**src/rtl/reorder_buf_pkg.sv**
```systemverilog
// Shared types for the reorder buffer: register-file index, entry record, default depth.
package reorder_buf_pkg;

    localparam int RobDepth = 8;
    localparam int RegW     = 5;

    typedef logic [RegW-1:0] RegFile_t;

    typedef struct packed {
        logic     valid;
        logic     done;
        logic     exp;
        RegFile_t rd;
    } RobEntry_t;

endpackage

```
**src/rtl/reorder_buf_rob_ptr.sv**
```systemverilog
// Wrap-aware ROB pointer: W index bits plus one wrap bit; active-low clear beats increment.
module rob_ptr #(
    parameter int W = 3
) (
    input  logic         clk,
    input  logic         reset_,
    input  logic         clr_,
    input  logic         inc_,
    output logic [W:0]   ptr_o
);

    logic [W:0] ptr_q;
    logic [W:0] ptr_d;

    always_comb begin
        ptr_d = ptr_q;
        if (!clr_) begin
            ptr_d = '0;
        end else if (!inc_) begin
            ptr_d = ptr_q + (W+1)'(1);
        end
    end

    always_ff @(posedge clk or negedge reset_) begin
        if (!reset_) begin
            ptr_q <= '0;
        end else begin
            ptr_q <= ptr_d;
        end
    end

    assign ptr_o = ptr_q;

endmodule

```
**src/rtl/reorder_buf.sv**
```systemverilog
// In-order reorder buffer: allocates IDs at tail, marks completion, retires one entry per cycle at head.
// Optional macro ROB_BYPASS_EN: a clean exe strobe on the head entry retires it in the same cycle.
module reorder_buf
    import reorder_buf_pkg::*;
#(
    parameter  int ROB_DEPTH = RobDepth,
    localparam int ROB       = $clog2(ROB_DEPTH)
) (
    input  logic           clk,
    input  logic           reset_,
    input  logic           flush_,
    input  logic           dec_e_,
    input  logic           dec_invalid,
    input  RegFile_t       dec_rd,
    output logic [ROB-1:0] dec_rob_id,
    output logic           rob_busy,
    output logic           rob_empty,
    input  logic           exe_e_,
    input  logic [ROB-1:0] exe_rob_id,
    input  logic           exe_exp,
    output logic           commit_e_,
    output logic [ROB-1:0] com_rob_id,
    output RegFile_t       com_rd,
    output logic           com_exp
);

    logic [ROB:0]   head_q;
    logic [ROB:0]   tail_q;
    logic [ROB-1:0] head_idx;
    logic [ROB-1:0] tail_idx;
    logic           full;
    logic           alloc;
    logic           exe_hit;
    logic           bypass;
    logic           commit;

    RobEntry_t entries_q [ROB_DEPTH];
    RobEntry_t entries_d [ROB_DEPTH];

    assign head_idx = head_q[ROB-1:0];
    assign tail_idx = tail_q[ROB-1:0];
    assign full     = (head_idx == tail_idx) && (head_q[ROB] != tail_q[ROB]);

    // Decode handshake: dec_e_ low is "valid", !rob_busy is "ready"; an entry is taken only
    // on an edge where both hold and flush_ is high. Decode must hold its request while busy.
    assign alloc   = !dec_e_ && !full && flush_;
    assign exe_hit = !exe_e_ && entries_q[exe_rob_id].valid && flush_;

`ifdef ROB_BYPASS_EN
    assign bypass = !exe_e_ && !exe_exp && flush_ && (exe_rob_id == head_idx)
                    && entries_q[head_idx].valid;
`else
    assign bypass = 1'b0;
`endif

    assign commit = flush_ && entries_q[head_idx].valid && (entries_q[head_idx].done || bypass);

    always_comb begin
        entries_d = entries_q;
        if (!flush_) begin
            for (int i = 0; i < ROB_DEPTH; i++) begin
                entries_d[i] = '0;
            end
        end else begin
            if (exe_hit) begin
                entries_d[exe_rob_id].done = 1'b1;
                entries_d[exe_rob_id].exp  = entries_q[exe_rob_id].exp | exe_exp;
            end
            if (commit) begin
                entries_d[head_idx].valid = 1'b0;
            end
            // tail never aliases a committing head here: alloc needs !full, commit needs !empty
            if (alloc) begin
                entries_d[tail_idx] = '{valid: 1'b1, done: dec_invalid, exp: dec_invalid, rd: dec_rd};
            end
        end
    end

    always_ff @(posedge clk or negedge reset_) begin
        if (!reset_) begin
            for (int i = 0; i < ROB_DEPTH; i++) begin
                entries_q[i] <= '0;
            end
        end else begin
            entries_q <= entries_d;
        end
    end

    rob_ptr #(.W(ROB)) u_head (
        .clk    (clk),
        .reset_ (reset_),
        .clr_   (flush_),
        .inc_   (!commit),
        .ptr_o  (head_q)
    );

    rob_ptr #(.W(ROB)) u_tail (
        .clk    (clk),
        .reset_ (reset_),
        .clr_   (flush_),
        .inc_   (!alloc),
        .ptr_o  (tail_q)
    );

    assign dec_rob_id = tail_idx;
    assign rob_busy   = full;
    assign rob_empty  = (head_q == tail_q);
    assign commit_e_  = !commit;
    assign com_rob_id = head_idx;
    assign com_rd     = entries_q[head_idx].rd;
    assign com_exp    = entries_q[head_idx].exp;

endmodule
```
**config.mk**
```make
export PLATFORM = sky130hd
export DESIGN_NAME = reorder_buf
export DESIGN_NICKNAME = d
export VERILOG_FILES = /design/src/rtl/reorder_buf_pkg.sv /design/src/rtl/reorder_buf_rob_ptr.sv /design/src/rtl/reorder_buf.sv
export SDC_FILE = /design/constraint.sdc
export NUM_CORES = 1
export LEC_CHECK = 0
export CAP_MARGIN = 40
export CORE_AREA = 4 4 107 109
export CTS_CLUSTER_DIAMETER = 40
export DETAILED_ROUTE_END_ITERATION = 8
export DIE_AREA = 0 0 111 113
export PLACE_DENSITY = 0.57
export SYNTH_ARGS = -nofsm -noshare
export SYNTH_HDL_FRONTEND = slang
export SYNTH_SLANG_ARGS = --single-unit
```
**constraint.sdc**
```tcl
create_clock -name clk -period 4.6 [get_ports clk]
set_clock_uncertainty 0.2 [all_clocks]
set_input_delay 0.92 -clock clk [delete_from_list [all_inputs] [get_ports clk]]
set_output_delay 0.92 -clock clk [all_outputs]
set_load 0.05 [all_outputs]
```
After elaboration in Yosys (flattened, before gate mapping). Index checks and enable logic that the tools add are counted.

Add/subtract/negate cells: 2. $lt $le $gt $ge: 6. Equality and inequality tests: 5. Multiplexer cells: 28. Bitwise gates (word level): 4. Reduce and logical (&&, ||, !) cells: 14.

Operators by type and width (number): $mux 64 (6); $bwmux 64 (4); $demux 8 s3 (4); $bmux 8 s3 (2); $mux 8 (6); $mux 4 (4); $ge 4x4->1 const B (3); $lt 4x1->1 const B (3); $not 3->4 (3); $logic_and 1x1->1 (10); $add 4x1->4 const B (2); $mux 7 (1); $mux 6 (1); $eq 4x4->1 (1); $logic_not 1->1 (4); $ne 2x1->1 const B (2); $eq 3x3->1 (1); $ne 1x1->1 (1); $or 1x1->1 (1).

Register bits after elaboration: 72. Input port bits: 15. Output and inout bits: 15.

Logic depth before layout (Yosys ltp).
Word-level depth: 15. Mapped depth: 7. Mapped depth without buffers: 5.

Modules after synthesis. From an unflattened synthesis, not the netlist that was laid out.

Cells, all modules: 380. Area, all modules: 3868.7 sq um.

By module, submodules not included: reorder_buf (times used 1, cells an instance 350, area an instance 3490.8 sq um, seq. area each 1601.5 sq um); rob_ptr (times used 2, cells an instance 15, area an instance 188.9 sq um, seq. area each 100.1 sq um).

Worst setup path before layout. Ideal clock, no wire load.

Path type: flip-flop to output port. From: reg u_head.ptr_q[1], in the netlist u_head.ptr_o[1]. To: out com_rd[1]. Arrival time: 2373 ps. Path slack: 1107 ps. Cell stages (with the launch flop): 7. Cell sequence: dfrtp_1 buf_4 buf_2 and2_0 clkbuf_1 a22oi_1 o21ai_0.

Cells in the longest elaborated chain, start to end: 4.

Ends and longest elaborated chain: start: declaration (line reorder_buf_rob_ptr.sv:12) `logic [W:0] ptr_q;`; start signal: assignment (line reorder_buf_rob_ptr.sv:28) `ptr_q <= ptr_d;`; $not 3->4 (implied by the code) (line reorder_buf.sv:110) `assign com_rd = entries_q[head_idx].rd;`; $bmux 8 s3 (line reorder_buf.sv:110); $mux 8 (implied by the code) (2 in a row) (line reorder_buf.sv:110); end: declaration (line reorder_buf.sv:23) `output RegFile_t com_rd,`.

No other way between the ends. The select of a mux whose other input is x is not followed.

Worst setup path after layout.
From: reg u_head.ptr_q[2], in the netlist u_head.ptr_o[2]. To: out com_rd[1].

Same word-level chain as after synthesis.

==> results.json <==
{
  "status": "finished, final reports clean",
  "rr_endpoint": "entries_q[46]",
  "clk_pin_slew_worst_paths_ns": 0.08,
  "crit_path_start": "u_head.ptr_o[2]",
  "multiInputGateArea_um2": 2130,
  "setup_violations": 0,
  "core_um2": 10600,
  "die_w_um": 111,
  "cp_slowest_cell": "dfrtp_1",
  "worstPathCellList": "and2_0 > a22oi_1 > o21ai_0 > clkdlybuf4s50_1",
  "min_period_over_period_pct": 89.9,
  "avgSynthCellArea_um2": 10.0,
  "synth_seq_cells": 72,
  "first_pass_iters": 5,
  "power_density_nw_per_um2": 309,
  "r2r-start": "u_head.ptr_o[1]",
  "place.gp.congestion": 0.827,
  "antenna_cells": 0,
  "total_leakage_power_uw": 0.00203,
  "crit_path_end_kind": "output port",
  "grt.overflow.total": 0,
  "cap_violations": 0,
  "grt_pass1_vias": 3067,
  "cp-start-kind": "flop",
  "power_uw": 1450,
  "layout-drive-gt1-share_pct": 13.3,
  "wl_met3_um": 566,
  "post_cts_buffers": 0,
  "clock_sinks": 72,
  "highest_layer": "met4",
  "synth-warning-count": 0,
  "netlist_area_um2": 4140,
  "synth_fp_nets": 431,
  "grt_pass1_wl_um": 18100,
  "fin_tns_setup_ns": 0,
  "final_max_slew_viol_count": 0,
  "ioPinCount": 30,
  "period_minus_slack_ns": 4.14,
  "async_flop_share_pct": 100,
  "wire_per_inst_um": 19.6,
  "root_buffer": "clkbuf_8",
  "cts_hold_buf": 0,
  "worstHoldPathType": "reg2reg",
  "post-dp-hpwl_um": 7500,
  "cts_resized": 0,
  "num_rows": 38,
  "worst_slew_pin_slew_ns": 0.799,
  "rsz0062_at_grt": "false",
  "syn_to_final_growth_pct": 13.2,
  "start_util_pct": 39.1,
  "via_per_inst": 5.58,
  "clock.fmax_mhz": 242,
  "holdWs_ns": 0.336,
  "fill_cells": 1020,
  "nets": 441,
  "clock_latency_ns": 0.35,
  "synthCells": 414,
  "track_usage_pct": 18.4,
  "ys_types": 59,
  "synth_flop_cell": "dfrtp_1",
  "worst_ep_required_time_ns": 3.48,
  "yosysSeqAreaShare_pct": 43.5,
  "r2r_slack_ns": 2.00,
  "antenna_found_initial": 0,
  "seqCellArea_um2": 1800,
  "drt_first_iter_violations": 193,
  "cts_tree": "done",
  "synth_edf_count": 0,
  "port_buffers": 29,
  "critical_path.max_fanout": 21,
  "maxSlewHeadroom_pct": 46.7,
  "die_y_um": 113,
  "grt_max_degree": 64,
  "die-area_um2": 12500,
  "wirelength_um": 11100,
  "wirelength_met1_um": 5070,
  "hold_viol": 0,
  "antenna_left": 0,
  "slowest_delay_ns": 0.87,
  "arrival_ns": 3.02,
  "drc": 0,
  "final_cell_mix": "dfrtp_1, nand2_1, mux2i_1",
  "routed-wl-met2_um": 5290,
  "num_vias": 3167,
  "cp-endpoint": "com_rd[1]",
  "reg2regPathDepth": 6,
  "final_common_cell": "dfrtp_1",
  "htreeDepth": 3,
  "ir_drop_uv": 209,
  "cts_buffer_depth": 2,
  "critical_path_class": "reg2out",
  "cts_buffers": 9
}
critical path: cells and delay by family, from the launching register on:
kind,cells,cell delay [ns]
flops,1,0.87
buf+inv,1,0.87
compound gates,2,0.47
simple gates,1,0.45
worst min-delay path by stage:
stage               slack [ns]             from  cells after the start              end
floorplan                 0.30  u_head.ptr_o[3]                      1  u_head.ptr_o[3]
global placement          0.32    entries_q[34]                      2    entries_q[34]
detailed placement        0.33    entries_q[42]                      2    entries_q[42]
CTS                       0.34    entries_q[42]                      2    entries_q[42]
global route              0.36  u_head.ptr_o[3]                      1  u_head.ptr_o[3]
finish                    0.34  u_head.ptr_o[3]                      1  u_head.ptr_o[3]
layer usage:
| metal | global-route usage (%) | vias up |
|---|---|---|
| li1 | - | 1473 |
| met1 | 25.6 | 1577 |
| met2 | 28.8 | 102 |
| met3 | 3.69 | 15 |
| met4 | 6.08 | 0 |
| met5 | 0 | - |
cells in the mapped netlist, types with 6 or more instances:
master    count  area [um^2]
nor2_1       16         60.1
nand2_1      57          214
o21ai_0       8         40.0
dfrtp_1      72         1800
and3_1        6         37.5
a21boi_0     19          143
nand3_1       8         40.0
inv_1         9         33.8
a21oi_1      13         65.1
mux2i_1      43          430
buf_4         7         52.6
nor2b_1      29          181
clkbuf_1     21         78.8
buf_2         7         35.0
o22ai_1       8         50.1
mux2_2        8         90.1
per-stage QoR:
stage	cell area [um^2]	worst slack, ns	utilization [%]	instances
2_1_floorplan	4140	1.11	-	414
3_3_place_gp	4470	0.918	42.2	553
3_5_place_dp	4470	0.891	42.2	553
4_1_cts	4690	0.477	44.2	568
5_1_grt	4690	0.288	44.2	568
6_report	4690	0.463	44.2	568
power breakdown:
part | internal, uW | switching (uW)
sequential | 648 | 21.0
combinational | 80.2 | 136
clock | 317 | 248
total | 1050 | 405
sequential cells by signal, indices dropped and copies added, names as in the netlist:
name          flops
u_head.ptr_o      4
entries_q        64
u_tail.ptr_o      4
layout make-up:
cell class                      instances  share of cell area, %
Sequential cell                        72                   38.4
Clock buffer                           10                   2.93
Timing Repair Buffer                   36                   7.10
Clock inverter                          5                   1.73
Inverter                                9                  0.720
Multi-Input combinational cell        296                   45.4
Tap cell                              140                   3.74
logic make-up (layout without fill, tap and decap cells):
family	after synthesis	count (layout)	share of synthesized area, %
AO/OA/AOI/OAI	80	80	13.9
XOR/XNOR	7	7	2.20
adder cells (fa/ha/maj)	2	2	0.604
buffers and inverters	46	60	5.19
flip-flops	72	72	43.5
multiplexers	55	55	14.7
AND/OR/NAND/NOR	152	152	19.9
(Power assumes the default switching activity.)
